### config.mk
export PLATFORM = sky130hd
export DESIGN_NAME = mdu_iter
export DESIGN_NICKNAME = d
export VERILOG_FILES = /design/src/rtl/mdu_iter.sv
export SDC_FILE = /design/constraint.sdc
export NUM_CORES = 2
export LEC_CHECK = 0
export CAP_MARGIN = 20
export CORE_UTILIZATION = 67
export CTS_CLUSTER_DIAMETER = 50
export DETAILED_ROUTE_END_ITERATION = 12
export PLACE_DENSITY = 0.93
export SETUP_SLACK_MARGIN = 0.5
export SLEW_MARGIN = 15
export SYNTH_ARGS = -nofsm -noshare
export SYNTH_HDL_FRONTEND = slang
export SYNTH_SLANG_ARGS = --single-unit
export TNS_END_PERCENT = 50
### constraint.sdc
create_clock -name clk -period 12.9 [get_ports clk]
set_clock_uncertainty 0.15 [all_clocks]
set_input_delay 2.58 -clock clk [delete_from_list [all_inputs] [get_ports clk]]
set_output_delay 2.58 -clock clk [all_outputs]
set_load 0.01 [all_outputs]
### src/rtl/mdu_iter.sv
// mdu_iter: iterative multiply/divide unit with HI/LO accumulator registers.
// Multiplies finish after a fixed MUL_LAT busy cycles. Divides run one
// restoring step per cycle for WIDTH cycles, then spend one FIX cycle
// applying signs. Results are read through a combinational HI/LO select
// that is forced to zero while an exception request is pending.
//
// Handshake: start is a one-cycle issue strobe. It is accepted only when the
// unit is IDLE and req is low. busy goes high combinationally in the issue
// cycle of any multi-cycle op, and stays high until the cycle before the new
// HI/LO value becomes readable. The issuer must hold off while busy is high.
module mdu_iter #(
  parameter int WIDTH   = 32,
  parameter int MUL_LAT = 5
) (
  input  logic             clk,
  input  logic             reset,
  input  logic [WIDTH-1:0] src_a,
  input  logic [WIDTH-1:0] src_b,
  input  logic             start,
  input  logic [3:0]       op,
  input  logic [1:0]       read_sel,
  input  logic             req,
  output logic             busy,
  output logic [WIDTH-1:0] result
);

  localparam int W2 = 2 * WIDTH;
  localparam int CW = $clog2(WIDTH + 16);

  typedef enum logic [1:0] {IDLE, MUL, DIV, FIX} state_t;

  state_t state, state_next;

  logic [WIDTH-1:0] hi, lo;
  logic [WIDTH-1:0] opa;       // multiplicand, or dividend/quotient shift register
  logic [WIDTH-1:0] opb;       // multiplier, or divisor magnitude
  logic [WIDTH-1:0] rem;       // partial remainder
  logic [WIDTH-1:0] a_raw;     // raw dividend, returned in HI on divide by zero
  logic [CW-1:0]    cnt;
  logic             mul_signed;
  logic [1:0]       acc_mode;  // 0 load, 1 add, 2 subtract
  logic             neg_q, neg_r, div_zero;

  logic issue_ok, is_mul, is_div;
  logic [W2-1:0] ext_a, ext_b, product, hilo;
  logic [WIDTH:0] rem_shift;
  logic take;
  logic [WIDTH-1:0] rem_sub;
  logic div_signed, a_neg, b_neg;
  logic [WIDTH-1:0] mag_a, mag_b;

  // Decode the issue and the operand preprocessing for both paths
  always_comb begin
    issue_ok   = start & ~req & (state == IDLE);
    is_mul     = (op == 4'd1) | (op == 4'd2) | (op == 4'd5) |
                 (op == 4'd6) | (op == 4'd7) | (op == 4'd8);
    is_div     = (op == 4'd3) | (op == 4'd4);
    div_signed = (op == 4'd3);
    a_neg      = div_signed & src_a[WIDTH-1];
    b_neg      = div_signed & src_b[WIDTH-1];
    mag_a      = a_neg ? (~src_a + 1'b1) : src_a;
    mag_b      = b_neg ? (~src_b + 1'b1) : src_b;
    busy       = (state != IDLE) | (start & (op >= 4'd1) & (op <= 4'd8));
  end

  // Product of the latched operands and one restoring-division step
  always_comb begin
    ext_a     = mul_signed ? {{WIDTH{opa[WIDTH-1]}}, opa} : {{WIDTH{1'b0}}, opa};
    ext_b     = mul_signed ? {{WIDTH{opb[WIDTH-1]}}, opb} : {{WIDTH{1'b0}}, opb};
    product   = ext_a * ext_b;
    hilo      = {hi, lo};
    rem_shift = {rem, opa[WIDTH-1]};
    take      = (rem_shift >= {1'b0, opb});
    rem_sub   = WIDTH'(rem_shift - {1'b0, opb});
  end

  // Next-state logic for the sequencing FSM
  always_comb begin
    state_next = state;
    case (state)
      IDLE: begin
        if (issue_ok && is_mul)      state_next = MUL;
        else if (issue_ok && is_div) state_next = DIV;
      end
      MUL:     if (cnt == '0) state_next = IDLE;
      DIV:     if (cnt == '0) state_next = FIX;
      FIX:     state_next = IDLE;
      default: state_next = IDLE;
    endcase
  end

  // State register
  always_ff @(posedge clk) begin
    if (reset) state <= IDLE;
    else       state <= state_next;
  end

  // Datapath: operand capture, iteration and HI/LO writeback
  always_ff @(posedge clk) begin
    if (reset) begin
      hi         <= '0;
      lo         <= '0;
      opa        <= '0;
      opb        <= '0;
      rem        <= '0;
      a_raw      <= '0;
      cnt        <= '0;
      mul_signed <= 1'b0;
      acc_mode   <= 2'd0;
      neg_q      <= 1'b0;
      neg_r      <= 1'b0;
      div_zero   <= 1'b0;
    end else begin
      case (state)
        IDLE: begin
          if (issue_ok) begin
            if (is_mul) begin
              opa        <= src_a;
              opb        <= src_b;
              mul_signed <= (op == 4'd1) | (op == 4'd5) | (op == 4'd7);
              acc_mode   <= ((op == 4'd5) | (op == 4'd6)) ? 2'd1 :
                            ((op == 4'd7) | (op == 4'd8)) ? 2'd2 : 2'd0;
              cnt        <= CW'(MUL_LAT - 1);
            end else if (is_div) begin
              opa      <= mag_a;
              opb      <= mag_b;
              rem      <= '0;
              neg_q    <= a_neg ^ b_neg;
              neg_r    <= a_neg;
              div_zero <= (src_b == '0);
              a_raw    <= src_a;
              cnt      <= CW'(WIDTH - 1);
            end else if (op == 4'd9) begin
              hi <= src_a;
            end else if (op == 4'd10) begin
              lo <= src_a;
            end
          end
        end
        MUL: begin
          if (cnt == '0) begin
            case (acc_mode)
              2'd1:    {hi, lo} <= hilo + product;
              2'd2:    {hi, lo} <= hilo - product;
              default: {hi, lo} <= product;
            endcase
          end else begin
            cnt <= cnt - 1'b1;
          end
        end
        DIV: begin
          opa <= {opa[WIDTH-2:0], take};
          rem <= take ? rem_sub : rem_shift[WIDTH-1:0];
          if (cnt != '0) cnt <= cnt - 1'b1;
        end
        FIX: begin
          if (div_zero) begin
            lo <= '1;
            hi <= a_raw;
          end else begin
            lo <= neg_q ? (~opa + 1'b1) : opa;
            hi <= neg_r ? (~rem + 1'b1) : rem;
          end
        end
        default: ;
      endcase
    end
  end

  // Read port: HI/LO select, suppressed during an exception request
  always_comb begin
    result = '0;
    if (!req) begin
      if (read_sel == 2'b10)      result = hi;
      else if (read_sel == 2'b01) result = lo;
    end
  end

endmodule

After elaboration in Yosys (flattened, before gate mapping)
Cells that the tools add are included.
Word-level totals
  register bits after elaboration: 206
  latch bits: 0
  RAM bits: 0
  ROM bits: 0
  input bits: 74
  output and inout port bits: 33
  logic and storage cells: 149
  memories kept: 0
Operators by class
  $add $sub $neg: 8
  multiply operators: 1
  divide/modulo/power cells: 0
  $lt $le $gt $ge: 3
  equal/unequal tests: 30
  shift operators: 0
  mux-type cells: 50
  bitwise operators: 24
  reduce and logical (&&, ||, !) cells: 20
Operators with widths (number)
  $mux W32: 29
  $pmux W32 S2: 4
  $pmux W32 S3: 2
  $add A32 B1 Y32 const B: 4
  $mux W64: 2
  $not A32 Y32: 4
  $add A64 B64 Y64: 1
  $mul A64 B64 Y64: 1
  $sub A64 B64 Y64: 1
  $ge A33 B32 Y1: 1
  $logic_not A32 Y1: 1
  $sub A32 B32 Y32: 1
  $mux W6: 5
  $ne A2 B2 Y1 const B: 9
  $pmux W6 S3: 1
  $eq A4 B3 Y1 const B: 4
  $eq A4 B4 Y1 const B: 3
  $mux W2: 6
  $reduce_and A3 Y1: 4
  $or A1 B1 Y1: 11
  $eq A2 B2 Y1 const B: 4
  $eq A4 B2 Y1 const B: 2
  $pmux W2 S4: 1
  $reduce_and A4 Y1: 2
  20 further kinds: 33

Logic depth before layout (Yosys ltp)
  depth in word-level cells: 9
  depth in mapped cells: 49
  gate-level depth less buffers: 44

Worst setup path before layout
No wires, ideal clock.
  path type: flip-flop to flip-flop
  start point: register opa[31]
  end point: register hi[29]
  arrival time: 11.113 ns
  slack: 1.515 ns
  stages on the path, launching flop included: 39
  buffers on the path: 3
  period minus slack after synthesis: 11.385 ns
  path through: dfxtp_1 -> clkbuf_1 -> and2_1 -> clkbuf_1 -> buf_1 -> nand2_1 -> inv_1 -> fa_1 -> fa_1 -> fa_1 -> fa_1 -> fa_1 -> fa_1 -> fa_1 -> fa_1 -> fa_1 -> inv_1 -> fa_1 -> [... 3 more ...] -> a21o_1 -> a21oi_1 -> o21ai_0 -> a31oi_1 -> nor2b_1 -> a31oi_1 -> a31o_2 -> a311o_1 -> xnor2_1 -> inv_1 -> ha_1 -> or4_1 -> o41ai_1 -> a21o_1 -> a21oi_1 -> xnor2_1 -> nor3_1 -> o32a_1
On the way
  word-level cells in the longest chain between the ends: 6
  elaborated cells on any way between the ends: 7
  classes of those cells: add/sub: 2; mul: 1; mux: 4
RTL lines
  start, declared: line 35  | logic [WIDTH-1:0] opa;
  start signal, assigned: line 118  | opa <= src_a;
  start signal, assigned: line 125  | opa <= mag_a;
  start signal, assigned: line 152  | opa <= {opa[WIDTH-2:0], take};
  $mux W64 *: line 68  | ext_a = mul_signed ? {{WIDTH{opa[WIDTH-1]}}, opa} : {{WIDTH{1'b0}}, opa};
  $mul A64 B64 Y64 *: line 70  | product = ext_a * ext_b;
  $sub A64 B64 Y64 or $add A64 B64 Y64 (tied branches): line 144, 143
  $pmux W32 S2 *: line 142  | case (acc_mode)
  $mux W32 *: line 141  | if (cnt == '0) begin
  $pmux W32 S3 *: line 114  | case (state)
  end signal, assigned: line 143  | 2'd1: {hi, lo} <= hilo + product;
  end signal, assigned: line 144  | 2'd2: {hi, lo} <= hilo - product;
  end signal, assigned: line 145  | default: {hi, lo} <= product;
  end, declared: line 34  | logic [WIDTH-1:0] hi, lo;
Mark *: on every way between the ends. The rest lies on a longest branch, timed or not. The select of a mux whose other input is x is not followed.
A chain may end at the register's enable or synchronous reset.

Worst setup path in the final report
  start point: register opb[24]
  end point: register hi[24]
On the way
  word-level cells in the longest chain between the ends: 6
  elaborated cells on any way between the ends: 7
  classes of those cells: add/sub: 2; mul: 1; mux: 4
RTL lines
  start, declared: line 36  | logic [WIDTH-1:0] opb;
  start signal, assigned: line 119  | opb <= src_b;
  start signal, assigned: line 126  | opb <= mag_b;
  $mux W64 *: line 69  | ext_b = mul_signed ? {{WIDTH{opb[WIDTH-1]}}, opb} : {{WIDTH{1'b0}}, opb};
  $mul A64 B64 Y64 *: line 70
  $sub A64 B64 Y64 or $add A64 B64 Y64 (tied branches): line 144, 143
  $pmux W32 S2 *: line 142
  $mux W32 *: line 141
  $pmux W32 S3 *: line 114
Marked as above.

==> summary.txt <==
Place
  – HPWL Detailed: 223000 µm
  – Placed Instance Area: 0.0734 mm²
  – IO buf count: 106
  – Routability cong.: 1.09

Drt
  – Wire length per cell: around 28 µm
  – Vias: about 64000
  – Final wirelength: between 200000 and 300000 µm
  – Detail Route Antenna Nets: 0
  – Drt drc: 0
  – Vias per cell: 6.48
  – DRT Pass-1 Iters: 9
  – Initial DRC count: 8362

Floorplan
  – IO Count: 107
  – Die area: 0.106 mm²
  – Initial Utilization: between 60% and 70%
  – Core box area: 0.103 mm²
  – Die span in x: 325 µm
  – Chip height: about 330 µm
  – FP Rows: 118

Setup path
  – Slowest-stage cell, CP: dfxtp_1
  – CP Class: reg -> reg
  – CP Max Fanout: 24
  – Required time worst endpoint: 13220 ps
  – Worst path max stage delay: 850 ps
  – Worst R2R Path Depth: 43
  – CP Capture Type: register
  – Reg2reg start: opb[24]
  – Worst EP arrival: approximately 12000 ps
  – CP startpoint kind: register
  – Setup crit start: opb[24]
  – Setup slack, reg-to-reg: 760 ps
  – Cell repeated most along the worst path: fa_1

Timing
  – Fin crit period: approximately 12000 ps
  – Slew headroom: 10.1%
  – Final Max Tran Viols: 0
  – Final setup fails: 0
  – RSZ-0062 raised after global routing: true
  – Slew @ Worst Pin: 1340 ps
  – Peak Freq: 0.0824 GHz
  – Hold Violations, Final: 0
  – Ratio of final minimum period to clock period: 94.1%

Layout
  – Commonest non-fill, non-tap cell in the layout: inv_1
  – FF+latch area: 0.00422 mm²
  – Nets: between 10000 and 15000
  – Most frequent cells in the layout: inv_1 (1741), fa_1 (1436), nand2_1 (995)
  – Layout cells sized above 1: 6.22%
  – Synth-to-layout area growth: 7.65%
  – Area of the multi-input gates: 0.0577 mm²
  – Finished Cell Area: roughly 0.075 mm²
  – # fillers: between 7000 and 8000

Yosys
  – Synth Flop Type: dfxtp_1
  – Post-Syn Nets: roughly 10000
  – Top post-synthesis cells by area: fa_1 (41%), inv_1 (9.3%), ha_1 (8.5%), dfxtp_1 (5.9%), nand2_1 (5.3%)
  – EDFF count, synth: 0
  – Syn_area_per_cell: between 8 and 9 µm²
  – Synth Cell Area: 0.0700 mm²
  – Unique masters post-synth: 87
  – Sequential cell area fraction in the yosys report: under 10%
  – Yosys reg bits: 206
  – Synth Instances: 8396
  – Synth warnings: 0
  – Post-synth ARST share: 0%
  – Top cell type's share of synthesized area: between 40 and 50%
  – Synth area leader: fa_1

Clock network
  – Clock tree buffer depth: 3
  – Hold buffer count at cts: 0
  – CTS Buf Count: 44
  – Root buffer cell: clkbuf_16
  – CTS tree: built
  – Clk Latency, worst-skew pair: 650 ps
  – Clk pin slew, worst setup/hold paths: 50 ps
  – CTS sink cnt: between 200 and 250
  – H-tree depth: 2

Global route
  – Initial antenna violation count: 21
  – Vias in the first global route: 65700
  – GRT Total Usage: 51.6%
  – Total grt overflow: 0
  – Largest net degree at the start of global routing: 96
  – First-pass GRT wire length: 405000 µm

Power and ir drop
  – Power Total: approximately 9000 µW
  – Leakage: 0.0371 µW
  – VDD IR max: 139 µV
  – Pwr/cell area: between 100 and 150 mW/mm²

Worst hold path
  – WHS Path Cells: 2
  – HP Class: reg -> reg
  – Hold_sp: a_raw[22]

Status
  – Status: finished, final reports clean

Flow run
  – Max-cap violation count: 0
[per-stage QoR]
| stage | setup slack, ps | hold slack, ps | setup TNS (ps) | instances | util, % |
|---|---|---|---|---|---|
| after global placement | -396 | 286 | -3160 | 9716 | 70.9 |
| final | 762 | 305 | 0 | 9823 | 72.8 |
| after CTS | 519 | 306 | 0 | 9798 | 72.6 |
| after global routing | 457 | 323 | 0 | 9805 | 72.8 |
| after floorplan | 1520 | 281 | 0 | 8396 | - |
| after detailed placement | -53.8 | 298 | -79.6 | 9716 | 70.9 |
[cells in the mapped netlist, types with 17 or more instances]
library cell,instances
o41ai_1,19
xnor2_1,218
nand3_1,74
a31oi_1,33
nor2_1,422
nor2b_1,34
xor2_1,95
a221oi_1,32
and3_1,48
a22oi_1,42
a21oi_1,409
or3_1,22
clkbuf_1,419
nand4_1,30
o31ai_1,51
o21a_1,25
o21bai_1,45
and2_1,501
o21ai_0,305
fa_1,1436
or2_2,17
a211oi_1,76
ha_1,474
nand2b_1,35
buf_1,45
nor3_1,90
a221o_1,20
a21o_1,90
nor4_1,28
a311oi_1,22
dfxtp_1,206
o211ai_1,36
o221ai_1,23
nand2_1,995
inv_1,1743
[path summary, 6_finish.rpt]
kind               endpoint
setup / recovery     hi[24]
hold / removal    a_raw[22]
setup reg to reg     hi[24]
hold reg to reg   a_raw[22]
[logic make-up (layout without fill, tap and decap cells)]
logic type	count (synthesis)	after routing	synth area share, %
compound gates	1387	1387	12.8
xor+xnor	313	313	3.92
fa+ha+maj	1910	1910	49.5
buf+inv	2223	2252	11.9
flops	206	206	5.89
mux	10	10	0.150
other cells	0	18	0
simple gates	2347	2347	15.8
[flip-flops by register name (all words and copies together) (netlist names)]
register    flops
a_raw          32
hi             32
lo             32
opa            32
opb            32
rem            32
cnt             6
acc_mode        2
state           2
div_zero        1
mul_signed      1
neg_q           1
neg_r           1
[area by class of cell]
type / count / share of cell area (%)
Inverter: 1752 / 8.73
Tap cell: 1380 / 2.29
Clock buffer: 50 / 1.57
Clock inverter: 32 / 0.596
Antenna cell: 18 / 0.0598
Multi-Input combinational cell: 5967 / 76.5
Timing Repair Buffer: 418 / 4.62
Sequential cell: 206 / 5.59
[metal layers]
metal / track usage [%] / up-vias / routed length [µm] / part of all wire, %
met5: 0 / - / 153 / 0.056
met4: 31.9 / 24 / 21400 / 7.9
met3: 18.6 / 1316 / 41500 / 15
met2: 76.1 / 5326 / 114000 / 42
met1: 64.7 / 30900 / 94000 / 35
li1: - / 26100 / - / -
[critical path, delay by kind of cell (launching register included)]
family | cells | cell delay, ps
AOI/OAI and AO/OA | 10 | 2590
and+or+nand+nor | 8 | 1270
adders and majority gates | 12 | 5340
xor gates and xnor gates | 1 | 90
DFF | 1 | 850
buffers and inverters | 12 | 1610
[where the power goes]
group | internal (µW) | total (µW) | switching, µW | leakage [µW]
Sequential | 781 | 1170 | 393 | 0.00170
Combinational | 2340 | 6540 | 4200 | 0.0346
Clock | 817 | 1310 | 494 | 0.000783
[timing repair]
item,4_1_cts,5_1_grt
pin swaps,0,4
endpoints found under the setup margin,20,23
setup buffers,0,7
gates resized for setup,27,60
Power figures use the tool's default switching activity.
